### src/rtl/inst_mem_pkg.sv
// inst_mem_pkg: shared state encoding and read-during-write mode constants
package inst_mem_pkg;
  typedef enum logic {CLEAR, READY} state_e;
  localparam bit RDW_OLD = 1'b0;
  localparam bit RDW_NEW = 1'b1;
endpackage

### src/rtl/mem_clear_seq.sv
// mem_clear_seq: post-reset sweep that writes zero to every word, then releases the memory
module mem_clear_seq
  import inst_mem_pkg::*;
#(
  parameter int ADDR_W = 5,
  parameter int DEPTH  = 32
) (
  input  logic              clk,
  input  logic              rst,
  output logic              busy,
  output logic              clr_we,
  output logic [ADDR_W-1:0] clr_addr
);
  // compare against the last address so the pointer never needs an extra bit to overflow
  localparam logic [ADDR_W-1:0] LAST = ADDR_W'(DEPTH - 1);
  state_e            state;
  logic [ADDR_W-1:0] clr_ptr;
  assign clr_we   = (state == CLEAR);
  assign clr_addr = clr_ptr;
  // sweep one word per cycle; busy drops on the same edge that enters READY
  always_ff @(posedge clk or negedge rst) begin
    if (!rst) begin
      state   <= CLEAR;
      clr_ptr <= '0;
      busy    <= 1'b1;
    end else if (state == CLEAR) begin
      if (clr_ptr == LAST) begin
        state <= READY;
        busy  <= 1'b0;
      end else begin
        clr_ptr <= clr_ptr + 1'b1;
      end
    end
  end
endmodule

### src/rtl/inst_mem_dp.sv
// inst_mem_dp: dual-port instruction memory with self-clearing sweep and access error flag
module inst_mem_dp #(
  parameter int DATA_W  = 20,
  parameter int ADDR_W  = 5,
  parameter int DEPTH   = 32,
  parameter bit RDW_NEW = 1'b0
) (
  input  logic              clk,
  input  logic              rst,
  input  logic              en,
  input  logic              rd_req,
  input  logic [ADDR_W-1:0] rd_addr,
  output logic [DATA_W-1:0] rd_data,
  output logic              rd_valid,
  input  logic              wr_req,
  input  logic [ADDR_W-1:0] wr_addr,
  input  logic [DATA_W-1:0] wr_data,
  output logic              busy,
  output logic              acc_err
);
  // one extra bit so DEPTH == 2**ADDR_W is representable in the range check
  localparam logic [ADDR_W:0] LIMIT  = (ADDR_W + 1)'(DEPTH);
  localparam bit              BYPASS = (RDW_NEW != inst_mem_pkg::RDW_OLD);
  logic              clr_we;
  logic [ADDR_W-1:0] clr_addr;
  logic              rd_in, wr_in, rd_ok, wr_ok, same, we, err_nx;
  logic [ADDR_W-1:0] waddr;
  logic [DATA_W-1:0] wdata;
  logic [DATA_W-1:0] mem [DEPTH];

  mem_clear_seq #(.ADDR_W(ADDR_W), .DEPTH(DEPTH)) u_clr (
    .clk      (clk),
    .rst      (rst),
    .busy     (busy),
    .clr_we   (clr_we),
    .clr_addr (clr_addr)
  );

  // qualify requests and steer the single write port between sweep and user
  always_comb begin
    rd_in  = {1'b0, rd_addr} < LIMIT;
    wr_in  = {1'b0, wr_addr} < LIMIT;
    rd_ok  = en & rd_req & ~busy & rd_in;
    wr_ok  = en & wr_req & ~busy & wr_in;
    same   = wr_ok & (wr_addr == rd_addr);
    err_nx = en & ((rd_req & (busy | ~rd_in)) | (wr_req & (busy | ~wr_in)));
    we     = clr_we | wr_ok;
    waddr  = clr_we ? clr_addr : wr_addr;
    wdata  = clr_we ? '0 : wr_data;
  end

  // storage write port, no reset so it maps onto a simple dual-port RAM
  always_ff @(posedge clk) begin
    if (we) mem[waddr] <= wdata;
  end

  // registered read port and error pulse; reset drops any in-flight read
  always_ff @(posedge clk or negedge rst) begin
    if (!rst) begin
      rd_data  <= '0;
      rd_valid <= 1'b0;
      acc_err  <= 1'b0;
    end else begin
      rd_valid <= rd_ok;
      acc_err  <= err_nx;
      if (rd_ok) rd_data <= (BYPASS && same) ? wr_data : mem[rd_addr];
    end
  end
endmodule

### config.mk
export PLATFORM = sky130hd
export DESIGN_NAME = inst_mem_dp
export DESIGN_NICKNAME = d
export VERILOG_FILES = /design/src/rtl/inst_mem_pkg.sv /design/src/rtl/mem_clear_seq.sv /design/src/rtl/inst_mem_dp.sv
export SDC_FILE = /design/constraint.sdc
export NUM_CORES = 1
export LEC_CHECK = 0
export ABC_AREA = 1
export CAP_MARGIN = 0
export CORE_UTILIZATION = 30
export DETAILED_ROUTE_END_ITERATION = 8
export SLEW_MARGIN = 20
export SYNTH_ARGS = -nofsm -noshare
export SYNTH_HDL_FRONTEND = slang
export SYNTH_SLANG_ARGS = --single-unit
### constraint.sdc
create_clock -name clk -period 2.5 [get_ports clk]
set_clock_uncertainty 0.05 [all_clocks]
set_input_delay 0.5 -clock clk [delete_from_list [all_inputs] [get_ports clk]]
set_output_delay 0.5 -clock clk [all_outputs]
set_load 0.005 [all_outputs]
-- Word level (Yosys, flattened, before mapping)
Memory sizes are Yosys's and may differ from the RTL's. A register that Yosys moved wholly into a read port is not among the register bits.
Index checks and enable logic that the tools add are counted.
Widths: inputs -> output; s select.
- add/sub/neg operators: 1
- bitwise logic cells: 12
- reduce and logical (&&, ||, !) cells: 3
- muxes and demuxes: 6
- equality and inequality tests: 1
- operators with widths (kind ; count):
    $mux 20 ; 1
    $and 1x1->1 ; 7
    $add 5x1->5 const B ; 1
    $eq 5x5->1 const B ; 1
    $mux 5 ; 1
    $mux 1 ; 4
    $reduce_and 2->1 ; 2
    $not 1->1 ; 3
    $or 1x1->1 ; 2
    $logic_not 1->1 ; 1
- word-level logic and storage cells: 29
- register bits after elaboration: 9
- memories: 1
- bits in writable memories: 640
- output and inout bits: 23
- memories (memory ; depth ; bits a word ; read ports ; clocked after memory_dff ; wr ports ; line ; text):
    mem ; 32 ; 20 ; 1 ; 1 ; 1 ; inst_mem_dp.sv:29 ; logic [DATA_W-1:0] mem [DEPTH];

-- Longest topological paths before layout
Gate-level depths: netlist of the first run.
- word-level depth: 5
- depth in mapped cells: 12

-- Cells and area by module
Synthesis of the first run repeated with hierarchy kept, for this count alone.
- cell total of the unflattened synthesis: 2335
- area, all modules: 27365.0 um2
- modules (own cells, without submodules) (module ; area an instance (um2) ; cells an instance ; instances ; seq. area each (um2)):
    inst_mem_dp ; 27044.7 ; 2301 ; 1 ; 19769.0
    mem_clear_seq ; 320.3 ; 34 ; 1 ; 176.4

-- Worst setup path before layout of the first run
No wires, ideal clock.
- path kind: input port to flip-flop
- from: input wr_addr[3]
- to: memory mem[4][0], enable pin
- required time: 2053 ps
- setup slack: -40 ps
- path buffers: 0
- stages on the path: 6
- arrival: 2094 ps
- cell sequence: or2_2 o21ai_0 inv_1 nor2_1 nand2_1 nor2_1
- longest elaborated chain between the ends: 1
- ends and longest elaborated chain (element ; line ; text):
    start, declared ; inst_mem_dp.sv:16 ; input logic [ADDR_W-1:0] wr_addr,
    $mux 5 ; inst_mem_dp.sv:48 ; waddr = clr_we ? clr_addr : wr_addr;
    end, declared ; inst_mem_dp.sv:29 ;
No other way between the ends.

-- Worst setup path after layout of the first run
- from: register u_clr.state
- to: memory mem[22][12], enable pin
- longest elaborated chain between the ends: 4
- elaborated cells on any way between the ends: 5
- ends and longest elaborated chain (element ; line ; text):
    start, declared ; mem_clear_seq.sv:16 ; state_e state;
    start signal, assigned ; mem_clear_seq.sv:23 ; state <= CLEAR;
    start signal, assigned ; mem_clear_seq.sv:28 ; state <= READY;
    $not 1->1 ; n/a ;
    $or 1x1->1 ; inst_mem_dp.sv:47 ; we = clr_we | wr_ok;
    $mux 1 ; inst_mem_dp.sv:54 ; if (we) mem[waddr] <= wdata;
    $mux 1 (not written as such) ; inst_mem_dp.sv:54 ;
Several ways; a longest one is shown, not always the timed one.

==> results of run 1 <==
[layer usage]
metal / wire, um / up-vias / GRT usage, % / share of wire, %
li1: - / 8331 / - / -
met1: 32100 / 8705 / 21.4 / 43
met2: 34800 / 525 / 25.5 / 47
met3: 4760 / 147 / 3.19 / 6.4
met4: 2580 / 4 / 5.63 / 3.5
met5: 23 / - / 0 / 0.031
[registers in the layout, summed over array words and instances (netlist names)]
| register | cells |
|---|---|
| u_clr.clr_addr | 5 |
| acc_err | 1 |
| mem | 640 |
| u_clr.busy | 1 |
| u_clr.state | 1 |
| rd_valid | 1 |
| rd_data | 20 |
[worst register-to-register path, cell delays in order (launching register included)]
cell and delay [ns]:
dfrtp_1 0.42, buf_4 0.17, o21ai_0 0.51, buf_4 0.24, nand2_1 0.20, nor2_2 0.25, buf_12 0.20
[worst min-delay path by stage]
stage | cells after the start | endpoint | start
finish | 2 | rd_data[18]$_DFFE_PN0P_ | rd_data[18]$_DFFE_PN0P_
global route | 2 | rd_data[13]$_DFFE_PN0P_ | rd_data[13]$_DFFE_PN0P_
CTS | 2 | u_clr.clr_addr[2]$_DFFE_PN0P_ | rst
detailed placement | 2 | rd_data[13]$_DFFE_PN0P_ | rd_data[13]$_DFFE_PN0P_
global placement | 2 | rd_data[13]$_DFFE_PN0P_ | rd_data[13]$_DFFE_PN0P_
floorplan | 0 | acc_err$_DFF_PN0_ | rst
[timing repair]
item	in CTS	in global routing
resized for setup	0	1
setup buffers	0	0
hold endpoints to repair	16	0
hold buffers	1	0
endpoints found under the setup margin	0	46
[synthesized netlist by cell type, drive strengths merged, types with 2 or more instances]
cell type,number
edfxtp,640
nand2,877
o21ai,4
clkbuf,26
dfrtp,28
inv,35
nor2,40
xor2,2
or2,3
nand3,546
ha,2
buf,117
[where the power goes]
group          internal (uW)  switching (uW)  total [uW]
combinational            557            1180        1740
clock                   5860            4170       10000
sequential             12300            58.1       12400
[final cells by class]
type | instances | share of cell area (%)
clock inverter | 22 | 0.661
sequential | 669 | 61.6
multi-input combinational | 1479 | 19.7
clock buffer | 101 | 6.06
timing repair buffer | 186 | 6.95
tap | 1176 | 4.55
inverter | 35 | 0.448
antenna | 1 | 0.00773
[stage by stage]
step           total power (uW)  instance area (um^2)  hold WS (ns)  util, %
5_1_grt                   24900                 32400         0.453     35.9
4_1_cts                   24300                 32400         0.436     35.9
3_3_place_gp              14400                 30200         0.419     33.5
6_report                  24200                 32400         0.431     35.9
3_5_place_dp              14400                 30200         0.420     33.5
2_1_floorplan             13500                 27300         0.154        -
[cells by family (layout without fill, tap and decap cells)]
kind of cell	Yosys count	in the layout	synth area share, %
flops	669	669	73.0
simple gates	1468	1468	22.7
fa+ha+maj	2	2	0.0916
buf+inv	178	344	3.92
xor+xnor	3	3	0.0962
compound gates	6	6	0.128
other cells	0	1	0
==> flow_metrics.py, run 1 <==
metrics = {
    "sta": {
        "fin_ws_ns": 0.168,
        "relSlewSlack_pct": 45.0,
        "finalCriticalPeriod_ns": 2.33,
        "worst-slew-pin-transition_ns": 0.825,
        "setup_viol_count_final": 0,
        "rsz0062_at_grt": "no",
        "timing.final.crit_share_pct": 93.3,
        "drv_slew": 0,
        "hold_viol": 0,
        "tns_ns": 0,
        "fmax_ghz": 0.429,
    },
    "critical_path": {
        "path_class": "flip-flop to flip-flop",
        "worst_path_most_repeated_cell": "buf_4",
        "path_max_fanout": 17,
        "crit_end": "mem[22][12]$_DFFE_PP_",
        "required_ns": 2.75,
        "r2r-end": "mem[22][12]$_DFFE_PP_",
        "slowest_stage": "o21ai_0",
        "timing.rr.start": "u_clr.state$_DFF_PN0_",
        "cp-start-kind": "flip-flop",
        "arrival_ns": 2.58,
        "setup.worst_path.start": "u_clr.state$_DFF_PN0_",
        "crit_chain": "buf_4 -> o21ai_0 -> buf_4 -> nand2_1 -> nor2_2 -> buf_12",
        "worst_path_largest_cell_delay_ns": 0.51,
        "cp_num_buf_inv": 3,
        "r2r_setup_slack_ns": 0.17,
        "worst-r2r-cell-count": 6,
        "crit_family": "buffers and inverters",
        "crit_cells": 6,
        "end_kind": "flip-flop",
    },
    "detailed_routing": {
        "dr.pass1.iters": 5,
        "vias_per_cell": 4.83,
        "ant_nets": 0,
        "vias": 17700,
        "routed_wl_um": 74300,
        "wl_per_cell_um": 20.2,
        "drt_iter0_markers": 1765,
        "drc": 0,
    },
    "place": {
        "gp_congestion": 0.817,
        "dp.cells": 3544,
        "io_buffers": 57,
        "dp_slack_ns": -0.258,
        "dpl.hpwl_um": 45700,
    },
    "final_layout": {
        "multiInputGateArea_um2": 6370,
        "syn2layout_area_growth_pct": 18.5,
        "drive_above_1_share_pct": 10.7,
        "instances_no_fill": 3669,
        "final_cell_mix": "nand2_1 (877), edfxtp_1 (640), nand3_1 (546)",
        "ff_latch_area_um2": 19900,
        "n_fill_cell": 8678,
        "final_nets": 2476,
        "layout.cells.most_common": "nand2_1",
    },
    "power": {
        "power_density_nw_per_um2": 747,
        "peakVddDrop_mv": 0.447,
        "cellLeakagePower_uw": 0.0118,
    },
    "logic_synthesis": {
        "synth_area_um2": 27300,
        "synth_seq_cells": 669,
        "ys_seq_area_share_pct": 73.0,
        "async_reset_ff_share_pct": 4.33,
        "synth_fp_nets": 2363,
        "avgSynthCellArea_um2": 11.7,
        "yosys.area.top_type": "edfxtp_1",
        "synth_cells": 2326,
        "ys.flop_type": "edfxtp_1",
        "yosys.cell_types.count": 25,
        "yosys_warnings": 0,
        "synth_area_leaders": "edfxtp_1 (70%), nand2_1 (12%), nand3_1 (10%)",
        "synth_edf_count": 640,
        "synth_top_area_share_pct": 70.4,
    },
    "clocking": {
        "cts-root-buf": "clkbuf_16",
        "cts_tree": "yes",
        "numClockSinks": 669,
        "htreeDepth": 3,
        "clk_latency_ns": 0.60,
        "clock_path_buffers": 3,
        "clk_pin_slew_worst_paths_ns": 0.06,
        "cts_made_buffers": 68,
    },
    "floorplan": {
        "die-width_um": 304,
        "die_h_um": 304,
        "start_util_pct": 30.3,
        "coreArea_um2": 90100,
        "io_pins": 58,
        "rows": 110,
        "die_area_um2": 92200,
    },
    "global_route": {
        "antenna_found_initial": 2,
        "grt.total_usage_pct": 15.9,
        "grt_max_degree": 79,
        "grt_pass1_vias": 17200,
        "grt_pass1_wl_um": 110000,
        "grt.overflow.total": 0,
    },
    "min_path": {
        "hold_path_class": "flip-flop to flip-flop",
    },
    "outcome": {
        "status": "finished clean",
    },
    "flow_run": {
        "maxCapViolCount": 0,
    },
}
(Power assumes the default switching activity.)
==> run 2, diff against run 1 <==
- CAP_MARGIN: 0 -> default
==> results of run 2 <==
Same layout as run 1: the final DEF is identical, and so are final timing and power.
==> run 3, diff against run 2 <==
- CAP_MARGIN: default -> 20
==> results of run 3 <==
Same layout as run 1: the final DEF is identical, and so are final timing and power.
